[src/rtl/ring_osc_trim_cal.sv]
// Closed-loop trim calibration for a ring oscillator. The block counts oscillator edges over a
// window and steps a thermometer trim code until the count lands within a tolerance band.
module ring_osc_trim_cal #(
    parameter int unsigned SYNC_STAGES   = 2,
    parameter int unsigned SETTLE_CYCLES = 16,
    parameter int unsigned MAX_ITER      = 32
) (
    input  logic        clk_i,
    input  logic        reset_i,
    input  logic        start_i,
    input  logic        osc_in_i,
    input  logic [15:0] window_cycles_i,
    input  logic [15:0] target_count_i,
    input  logic [7:0]  tolerance_i,
    output logic [25:0] trim_o,
    output logic [4:0]  trim_code_o,
    output logic        osc_reset_o,
    output logic        busy_o,
    output logic        done_o,
    output logic        locked_o,
    output logic        fail_o,
    output logic [15:0] meas_count_o
);

    localparam logic [4:0] CodeMax = 5'd26;

    typedef enum logic [2:0] {StIdle, StSettle, StMeasure, StCompare, StDone} state_e;

    state_e             state_q, state_d;
    logic [SYNC_STAGES-1:0] sync_q;
    logic               osc_prev_q;
    logic [31:0]        phase_q, phase_d;
    logic [15:0]        edge_cnt_q, edge_cnt_d;
    logic [31:0]        iter_q, iter_d;
    logic [4:0]         code_q, code_d;
    logic [25:0]        trim_q, trim_d;
    logic [15:0]        meas_q, meas_d;
    logic               locked_q, locked_d;
    logic               fail_q, fail_d;
    logic               osc_reset_q, osc_reset_d;

    logic               osc_rise;
    logic [16:0]        lim_hi, lim_lo, cnt_ext;
    logic               too_fast, too_slow, last_iter;

    // Rising edge is detected on the final synchronizer stage against its own previous value.
    assign osc_rise = sync_q[SYNC_STAGES-1] & ~osc_prev_q;

    assign lim_hi    = {1'b0, target_count_i} + {9'd0, tolerance_i};
    assign lim_lo    = (target_count_i >= {8'd0, tolerance_i}) ?
                       {1'b0, target_count_i - {8'd0, tolerance_i}} : 17'd0;
    assign cnt_ext   = {1'b0, edge_cnt_q};
    assign too_fast  = cnt_ext > lim_hi;
    assign too_slow  = cnt_ext < lim_lo;
    assign last_iter = (iter_q == 32'(MAX_ITER - 1));

    always_ff @(posedge clk_i) begin
        if (reset_i) begin
            state_q     <= StIdle;
            sync_q      <= '0;
            osc_prev_q  <= 1'b0;
            phase_q     <= '0;
            edge_cnt_q  <= '0;
            iter_q      <= '0;
            code_q      <= '0;
            trim_q      <= '0;
            meas_q      <= '0;
            locked_q    <= 1'b0;
            fail_q      <= 1'b0;
            osc_reset_q <= 1'b1;
        end else begin
            state_q     <= state_d;
            sync_q      <= {sync_q[SYNC_STAGES-2:0], osc_in_i};
            osc_prev_q  <= sync_q[SYNC_STAGES-1];
            phase_q     <= phase_d;
            edge_cnt_q  <= edge_cnt_d;
            iter_q      <= iter_d;
            code_q      <= code_d;
            trim_q      <= trim_d;
            meas_q      <= meas_d;
            locked_q    <= locked_d;
            fail_q      <= fail_d;
            osc_reset_q <= osc_reset_d;
        end
    end

    always_comb begin
        state_d     = state_q;
        phase_d     = phase_q;
        edge_cnt_d  = edge_cnt_q;
        iter_d      = iter_q;
        code_d      = code_q;
        meas_d      = meas_q;
        locked_d    = locked_q;
        fail_d      = fail_q;
        osc_reset_d = osc_reset_q;

        case (state_q)
            StIdle: begin
                if (start_i) begin
                    osc_reset_d = 1'b0;
                    locked_d    = 1'b0;
                    fail_d      = 1'b0;
                    iter_d      = '0;
                    phase_d     = '0;
                    if (window_cycles_i == 16'd0) begin
                        fail_d  = 1'b1;
                        state_d = StDone;
                    end else begin
                        state_d = StSettle;
                    end
                end
            end
            StSettle: begin
                if (phase_q == 32'(SETTLE_CYCLES - 1)) begin
                    phase_d    = '0;
                    edge_cnt_d = '0;
                    state_d    = StMeasure;
                end else begin
                    phase_d = phase_q + 32'd1;
                end
            end
            StMeasure: begin
                if (osc_rise && (edge_cnt_q != 16'hFFFF)) begin
                    edge_cnt_d = edge_cnt_q + 16'd1;
                end
                if (phase_q == ({16'd0, window_cycles_i} - 32'd1)) begin
                    phase_d = '0;
                    state_d = StCompare;
                end else begin
                    phase_d = phase_q + 32'd1;
                end
            end
            StCompare: begin
                meas_d = edge_cnt_q;
                iter_d = iter_q + 32'd1;
                if (!too_fast && !too_slow) begin
                    locked_d = 1'b1;
                    state_d  = StDone;
                end else if (last_iter || (too_fast && code_q == CodeMax) ||
                             (too_slow && code_q == 5'd0)) begin
                    fail_d  = 1'b1;
                    state_d = StDone;
                end else begin
                    // A high count means the oscillator runs fast, so more trim slows it down.
                    code_d  = too_fast ? code_q + 5'd1 : code_q - 5'd1;
                    state_d = StSettle;
                end
            end
            StDone: begin
                state_d = StIdle;
            end
            default: begin
                state_d = StIdle;
            end
        endcase
    end

    always_comb begin
        trim_d = '0;
        for (int i = 0; i < 26; i++) begin
            trim_d[i] = (code_d > 5'(i));
        end
    end

    assign trim_o       = trim_q;
    assign trim_code_o  = code_q;
    assign osc_reset_o  = osc_reset_q;
    assign busy_o       = (state_q != StIdle);
    assign done_o       = (state_q == StDone);
    assign locked_o     = locked_q;
    assign fail_o       = fail_q;
    assign meas_count_o = meas_q;

endmodule
[config.mk]
export PLATFORM = sky130hd
export DESIGN_NAME = ring_osc_trim_cal
export DESIGN_NICKNAME = d
export VERILOG_FILES = /design/src/rtl/ring_osc_trim_cal.sv
export SDC_FILE = /design/constraint.sdc
export NUM_CORES = 1
export LEC_CHECK = 0
export CELL_PAD_IN_SITES_DETAIL_PLACEMENT = 0
export CELL_PAD_IN_SITES_GLOBAL_PLACEMENT = 1
export CORE_MARGIN = 3
export CORE_UTILIZATION = 40
export DETAILED_ROUTE_END_ITERATION = 16
export MAX_ROUTING_LAYER = met4
export PLACE_DENSITY_LB_ADDON = 0.05
export SYNTH_ARGS = -nofsm -noshare
export SYNTH_HDL_FRONTEND = slang
export SYNTH_SLANG_ARGS = --single-unit
export TNS_END_PERCENT = 1
[constraint.sdc]
create_clock -name clk_i -period 8.57 [get_ports clk_i]
set_input_delay 2.1425 -clock clk_i [delete_from_list [all_inputs] [get_ports clk_i]]
set_output_delay 2.1425 -clock clk_i [all_outputs]
set_load 0.02 [all_outputs]
==> impl_metrics.yaml, run 1 <==
synth:
  ys_types: 74
  share_of_synthesized_area_occupied_by_flip_flops_and_latches_pct: 30.8
  synth_top_area_share_pct: 30.8
  async_s_r_ff_share_synth_pct: 0
  syn_area_per_cell_um2: 7.73
  synth_nets: 1247
  portion_of_netlist_area_occupied_by_mux_cells_pct: 1.53
  count_of_flip_flops_with_a_built_in_enable_after_synthesis: 0
  synth_top_family_by_area: "simple AND/OR/NAND/NOR gates"
  yosysWarnings: 0
  synth_compound_area_share_pct: 17.9
  synth.largest_area_cell: "sky130_fd_sc_hd__dfxtp_1"
  post_synth_inst_count: 1145
  synth_xor_xnor_area_share_pct: 6.34
  syn_area_um2: 8850
  synth_simple_gate_area_share_pct: 29.7
  yosys_register_bits: 136
  adder_and_majority_gate_portion_of_the_synthesized_area_pct: 8.46
  synthTopCellsByArea: "sky130_fd_sc_hd__dfxtp_1, sky130_fd_sc_hd__ha_1, sky130_fd_sc_hd__nand2_1"
  main_flop_type_after_synthesis: "sky130_fd_sc_hd__dfxtp_1"
power:
  net-switching-power_uw: 476
  seq_power_share_pct: 39.2
  power_switching_share_pct: 28.7
  cell_internal_power_mw: 1.18
  vdd_drop_max_mv: 0.0993
  p_clk_share_pct: 45.6
  p_per_area_nw_per_um2: 158
  power.leakage_nw: 3.75
  power.share.combinational_pct: 15.2
final_layout:
  fin_area_um2: 10500
  num_antenna_cells: 0
  top_library_cells_by_usage_in_the_layout_fill_and_taps_aside: "sky130_fd_sc_hd__nand2_1, sky130_fd_sc_hd__dfxtp_1, sky130_fd_sc_hd__nor2_1"
  layout.cells.most_common: "sky130_fd_sc_hd__nand2_1"
  layout-drive-gt1-share_pct: 6.73
  finalNetCount: 1308
  post_layout_nonfiller_instances: 1494
  syn_to_final_growth_pct: 18.9
  fillers: 2133
hold_path:
  hp-class: "flip-flop to flip-flop"
  hp-start: "osc_reset_o$_SDFFE_PP1P_"
sta:
  slew_margin_rel_pct: 40.8
  rsz0062_at_grt: "no"
  period_needed_ns: 7.86
  totalNegativeSetupSlack_ns: 0
  timing.final.hold_violations: 0
  hold-worst-slack_ns: 0.446
  finalCritPeriodShare_pct: 91.7
  clock_skew_ns: 0.0180
  slew_violations: 0
  worst_pin_slew_ns: 0.886
  setup_violations: 0
  fmaxAchievable_mhz: 127
clock_tree:
  ctsHoldBuffers: 0
  clock-root-buffer: "sky130_fd_sc_hd__clkbuf_16"
  cts_max_path_buffers: 2
  worst_setup_hold_path_clk_slew_ns: 0.06
  cts_num_sinks: 136
  cts-buffers-inserted: 17
  h_tree_depth_reported_by_cts: 4
  postCtsSetupRepairBufs: 0
  cts.repair.resized: 0
  worst_skew_late_latency_ns: 0.43
  cts_tree: "done"
worst_setup_path:
  critical_path_required_ns: 8.85
  worstSetupStartpointType: "primary input"
  cp_launch_point: "target_count_i[0]"
  criticalPathCategory: "primary input to flip-flop"
  critical_path.max_fanout: 16
  worst_ep_arrival_time_ns: 8.14
  crit-reg2reg-launch: "edge_cnt_q[11]$_SDFFE_PP0P_"
  rrSetupSlack_ns: 4.31
  end_kind: "flip-flop"
flow_run:
  max-cap-violations: 0
routing:
  wl_per_cell_um: 15.4
  first_iter_violations: 340
  detail_route.wirelength_um: 23100
  route.detailed.vias_per_inst: 5.38
  drt_drc_violations_left: 0
  postRouteAntennaNets: 0
  drt-pass1-iter-count: 5
  detailroute.via_count: 8044
placed_design:
  place_inst: 1462
  io_buffer_count: 95
  dpl-instance-area_um2: 9910
  final_replace_weighted_congestion: 0.812
  dp.final_hpwl_um: 16800
global_routing:
  grt-ovfl-total: 0
  maximum_number_of_pins_on_one_net_before_global_route_repair: 78
  number_of_antenna_violations_at_the_first_check_in_global_routing: 0
  grt_pass1_vias: 7467
  track_usage_pct: 19.9
  first_pass_grt_wire_length_um: 38400
die:
  num_io_pins: 96
  dieArea_um2: 23900
  coreArea_um2: 21400
  chipWidth_um: 155
  floorplan.initialDensity_pct: 41.4
  die_h_um: 155
  std_cell_rows: 53
status:
  status: "complete, no violations"
[synthesized netlist by cell type, drive strengths merged (5+ instances only)]
cell type  count
or3           11
nand2b         9
a21o           7
o21a          10
mux2i          9
o31ai         11
o21ai         37
and3          22
nand2        158
xor2          13
nand3         57
o21bai         5
xnor2         51
a31oi         25
a211oi         6
nor3          28
or4            5
clkbuf        47
o211ai        14
and2           9
a311oi         5
inv           40
nor4          28
nand4         28
nor2         121
ha            55
or2           11
a21oi         93
buf           16
nor2b         12
nand3b        12
dfxtp        136
[cell families (layout without fill, tap and decap cells)]
kind of cell	after synthesis	count (layout)
AND/OR/NAND/NOR	527	527
AO/OA/AOI/OAI	244	244
flip-flops	136	136
buffers and inverters	103	177
XOR/XNOR	64	64
adder cells (fa/ha/maj)	58	58
multiplexers	13	13
[worst paths after layout]
| path | to | cells after the start |
|---|---|---|
| setup reg to reg | trim_o[9]$_SDFF_PP0_ | 14 |
| setup / recovery | trim_o[9]$_SDFF_PP0_ | 26 |
| hold reg to reg | osc_reset_o$_SDFFE_PP1P_ | 2 |
| hold / removal | osc_reset_o$_SDFFE_PP1P_ | 2 |
[worst max-delay path: stages]
cell and delay (ns):
sky130_fd_sc_hd__clkdlybuf4s50_1 0.42, sky130_fd_sc_hd__ha_1 0.24, sky130_fd_sc_hd__fa_1 0.42, sky130_fd_sc_hd__nand2b_1 0.09, sky130_fd_sc_hd__a22o_1 0.18, sky130_fd_sc_hd__nor2_1 0.05
sky130_fd_sc_hd__nor2_1 0.09, sky130_fd_sc_hd__o21bai_1 0.10, sky130_fd_sc_hd__a21o_1 0.20, sky130_fd_sc_hd__a21oi_1 0.34, sky130_fd_sc_hd__nor2_1 0.09, sky130_fd_sc_hd__xnor2_1 0.15
sky130_fd_sc_hd__ha_1 0.30, sky130_fd_sc_hd__nand3_1 0.13, sky130_fd_sc_hd__nor4_2 0.35, sky130_fd_sc_hd__o31ai_1 0.11, sky130_fd_sc_hd__and3_1 0.27, sky130_fd_sc_hd__or2_2 0.40
sky130_fd_sc_hd__fa_1 0.43, sky130_fd_sc_hd__a21o_1 0.17, sky130_fd_sc_hd__a21oi_1 0.21, sky130_fd_sc_hd__o21ai_0 0.16, sky130_fd_sc_hd__o21ba_2 0.25, sky130_fd_sc_hd__a211oi_4 0.16
sky130_fd_sc_hd__or2_1 0.52, sky130_fd_sc_hd__o31ai_1 0.15
[power groups by stage]
| stage | Sequential, mW | Combinational, mW | Clock (mW) |
|---|---|---|---|
| global route | 0.653 | 0.284 | 0.799 |
| finish | 0.651 | 0.253 | 0.757 |
| detailed placement | 0.666 | 0.255 | 0 |
| global placement | 0.665 | 0.254 | 0 |
| floorplan | 0.659 | 0.192 | 0 |
| CTS | 0.651 | 0.256 | 0.773 |
[metal layers]
| layer | share of wire, % | vias to the layer above | wire, µm | global-route usage (%) |
|---|---|---|---|---|
| met5 | 0 | - | 0 | - |
| met4 | 0.74 | 0 | 170 | 4.33 |
| met3 | 3.2 | 11 | 742 | 3.02 |
| met2 | 46 | 118 | 10500 | 30.7 |
| met1 | 50 | 3701 | 11600 | 27.9 |
| li1 | - | 4214 | - | - |
[final cells by class]
class	count	area [µm²]	share of cell area (%)
Timing Repair Buffer	105	1020	9.73
Tap cell	275	344	3.27
Multi-Input combinational cell	906	5670	53.9
Sequential cell	136	2720	25.9
Clock buffer	19	453	4.31
Inverter	40	150	1.43
Clock inverter	13	155	1.48
[stage by stage]
step / util (%) / setup WS (ns) / power [mW]
2_1_floorplan: - / 1.21 / 0.851
3_5_place_dp: 46.4 / 0.258 / 0.921
5_1_grt: 49.2 / 0.203 / 1.74
4_1_cts: 49.2 / 0.702 / 1.68
6_report: 49.2 / 0.710 / 1.66
3_3_place_gp: 46.4 / 0.358 / 0.919
[flip-flops by register name, indices dropped and copies added (netlist names)]
signal	flops
fail_o	1
locked_o	1
osc_reset_o	1
osc_prev_q	1
iter_q	32
sync_q	2
meas_count_o	16
phase_q	32
trim_code_o	5
trim_o	26
edge_cnt_q	16
state_q	3
(Power assumes the default switching activity.)
==> run 2, diff against run 1 <==
Settings changed: CAP_MARGIN set to 30, CELL_PAD_IN_SITES_DETAIL_PLACEMENT 0 to unset, CELL_PAD_IN_SITES_GLOBAL_PLACEMENT 1 to unset.
==> run 2 against run 1 <==
Routed wire length down 1.5%. Count of clock-buffer cells in the layout unchanged. Cell count about the same. Sequential cell count unchanged. Die area is the same. Cell area about the same. Setup slack worse by 0.064 ns. Non-clock buffer count increased by 1. Maximum frequency shrank 0.80%. First-iteration DRC count is 2.4% higher. Clock skew is 0.0054 ns lower. Critical path type unchanged. Largest cell class unchanged. Largest power group unchanged.
==> impl_metrics.yaml, run 2 (same netlist as run 1, synthesis figures left out) <==
global_routing:
  use_met2_pct: 29.7
  first_pass_grt_wire_length_um: 37900
  grt_pass1_vias: 7411
  grt-ovfl-total: 0
  grt_use_met1_pct: 27.1
  number_of_antenna_violations_at_the_first_check_in_global_routing: 0
  global_route.usage.met3_pct: 2.88
  track_usage_pct: 19.5
  maximum_number_of_pins_on_one_net_before_global_route_repair: 52
  most_heavily_used_metal_layer_in_global_routing: "met2"
power:
  power_switching_share_pct: 27.0
  power_mw: 1.67
  power.leakage_nw: 3.75
  power.share.combinational_pct: 15.2
  p_clk_share_pct: 45.7
  net-switching-power_uw: 451
  cell_internal_power_mw: 1.22
  p_per_area_nw_per_um2: 159
  seq_power_share_pct: 39.1
  vdd_drop_max_mv: 0.155
routing:
  first_iter_violations: 348
  drt-pass1-iter-count: 5
  wl_per_cell_um: 15.2
  detail_route.wirelength_um: 22700
  drt_drc_violations_left: 0
  detailroute.via_count: 8125
  postRouteAntennaNets: 0
  route.detailed.vias_per_inst: 5.43
final_layout:
  num_antenna_cells: 0
  fillers: 2125
  post_layout_nonfiller_instances: 1495
  top_library_cells_by_usage_in_the_layout_fill_and_taps_aside: "sky130_fd_sc_hd__nand2_1, sky130_fd_sc_hd__dfxtp_1, sky130_fd_sc_hd__nor2_1"
  ff_latch_area_um2: 2720
  layout.cells.most_common: "sky130_fd_sc_hd__nand2_1"
  finalNetCount: 1309
  fin_util_pct: 49.3
  layout-drive-gt1-share_pct: 6.64
  multi_input_comb_area_um2: 5670
  syn_to_final_growth_pct: 19.0
clock_tree:
  cts_max_path_buffers: 2
  worst_setup_hold_path_clk_slew_ns: 0.06
  ctsHoldBuffers: 0
  cts-buffers-inserted: 17
  h_tree_depth_reported_by_cts: 4
  clock-root-buffer: "sky130_fd_sc_hd__clkbuf_16"
  cts.repair.resized: 0
  cts_num_sinks: 136
  postCtsSetupRepairBufs: 0
  cts_tree: "done"
  worst_skew_late_latency_ns: 0.43
hold_path:
  hp-class: "flip-flop to flip-flop"
sta:
  fmaxAchievable_mhz: 126
  clock_skew_ns: 0.0126
  totalNegativeSetupSlack_ns: 0
  worst_pin_slew_ns: 0.864
  timing.final.hold_violations: 0
  rsz0062_at_grt: "no"
  period_needed_ns: 7.92
  finalCritPeriodShare_pct: 92.5
  slew_violations: 0
  slew_margin_rel_pct: 42.3
  setup_violations: 0
worst_setup_path:
  worst_path_most_repeated_cell: "sky130_fd_sc_hd__nor2_1"
  end_kind: "flip-flop"
  rrSetupSlack_ns: 4.28
  critical_path.endpoint: "trim_o[9]$_SDFF_PP0_"
  worstRegToRegCells: 14
  crit-reg2reg-launch: "edge_cnt_q[11]$_SDFFE_PP0P_"
  criticalPathCategory: "primary input to flip-flop"
  worst_ep_arrival_time_ns: 8.20
  timing.critical_path.slowest_cell_delay_ns: 0.50
  worstSetupStartpointType: "primary input"
  critPathSlowestCell: "sky130_fd_sc_hd__or2_1"
  cp_launch_point: "target_count_i[0]"
  critical_path.max_fanout: 16
  crit-reg2reg-capture: "trim_o[9]$_SDFF_PP0_"
  critical_path_required_ns: 8.85
die:
  floorplan.initialDensity_pct: 41.4
  coreArea_um2: 21400
  die_h_um: 155
  num_io_pins: 96
  chipWidth_um: 155
  dieArea_um2: 23900
  std_cell_rows: 53
status:
  status: "complete, no violations"
placed_design:
  dp.final_hpwl_um: 16700
  io_buffer_count: 95
  place_inst: 1463
  final_replace_weighted_congestion: 0.855
flow_run:
  max-cap-violations: 0
run 2: final cells by class:
type,instances,share of cell area [%]
inverters,40,1.43
multi-input cells,906,53.8
well taps,275,3.27
repair buffers,106,9.77
clock buffers,19,4.11
flip-flops and latches,136,25.9
clock inverters,13,1.70
run 2: power by group through the flow:
stage	logic (mW)	clock network (mW)	registers, mW
after floorplan	0.192	0	0.659
after global placement	0.252	0	0.666
after detailed placement	0.254	0	0.666
after CTS	0.255	0.778	0.652
after global routing	0.286	0.808	0.653
final	0.254	0.762	0.653
run 2: worst min path at each step:
stage | startpoint | end | slack (ns) | depth (start not counted)
global route | meas_count_o[15]$_SDFFE_PP0P_ | meas_count_o[15]$_SDFFE_PP0P_ | 0.47 | 2
CTS | osc_reset_o$_SDFFE_PP1P_ | osc_reset_o$_SDFFE_PP1P_ | 0.45 | 2
global placement | osc_reset_o$_SDFFE_PP1P_ | osc_reset_o$_SDFFE_PP1P_ | 0.43 | 2
detailed placement | osc_reset_o$_SDFFE_PP1P_ | osc_reset_o$_SDFFE_PP1P_ | 0.44 | 2
floorplan | sync_q[0]$_SDFF_PP0_ | sync_q[1]$_SDFF_PP0_ | 0.41 | 1
finish | osc_reset_o$_SDFFE_PP1P_ | osc_reset_o$_SDFFE_PP1P_ | 0.45 | 2
run 2: metrics by stage:
step | hold WS, ns | setup slack, ns | area, µm²
6_report | 0.447 | 0.646 | 10500
2_1_floorplan | 0.414 | 1.21 | 8850
3_5_place_dp | 0.443 | 0.217 | 9910
5_1_grt | 0.470 | 0.117 | 10500
3_3_place_gp | 0.431 | 0.378 | 9910
4_1_cts | 0.452 | 0.659 | 10500
run 2: metal layers:
metal,wire length (µm),vias to the layer above
li1,-,4213
met2,9970,144
met1,11700,3749
met3,780,19
met4,293,0
met5,0,-
run 2: worst max-delay path: cells and delay by family:
kind | cells | cell delay (ns)
adder cells (fa/ha/maj) | 4 | 1.39
buffers and inverters | 1 | 0.43
AND/OR/NAND/NOR | 9 | 2.01
XOR/XNOR | 1 | 0.15
AO/OA/AOI/OAI | 11 | 2.06
==> run 3, diff against run 2 <==
Settings changed: SKIP_CTS_REPAIR_TIMING set to 1.
==> results of run 3 <==
No change in the layout: final DEF, timing and power equal those of run 2.
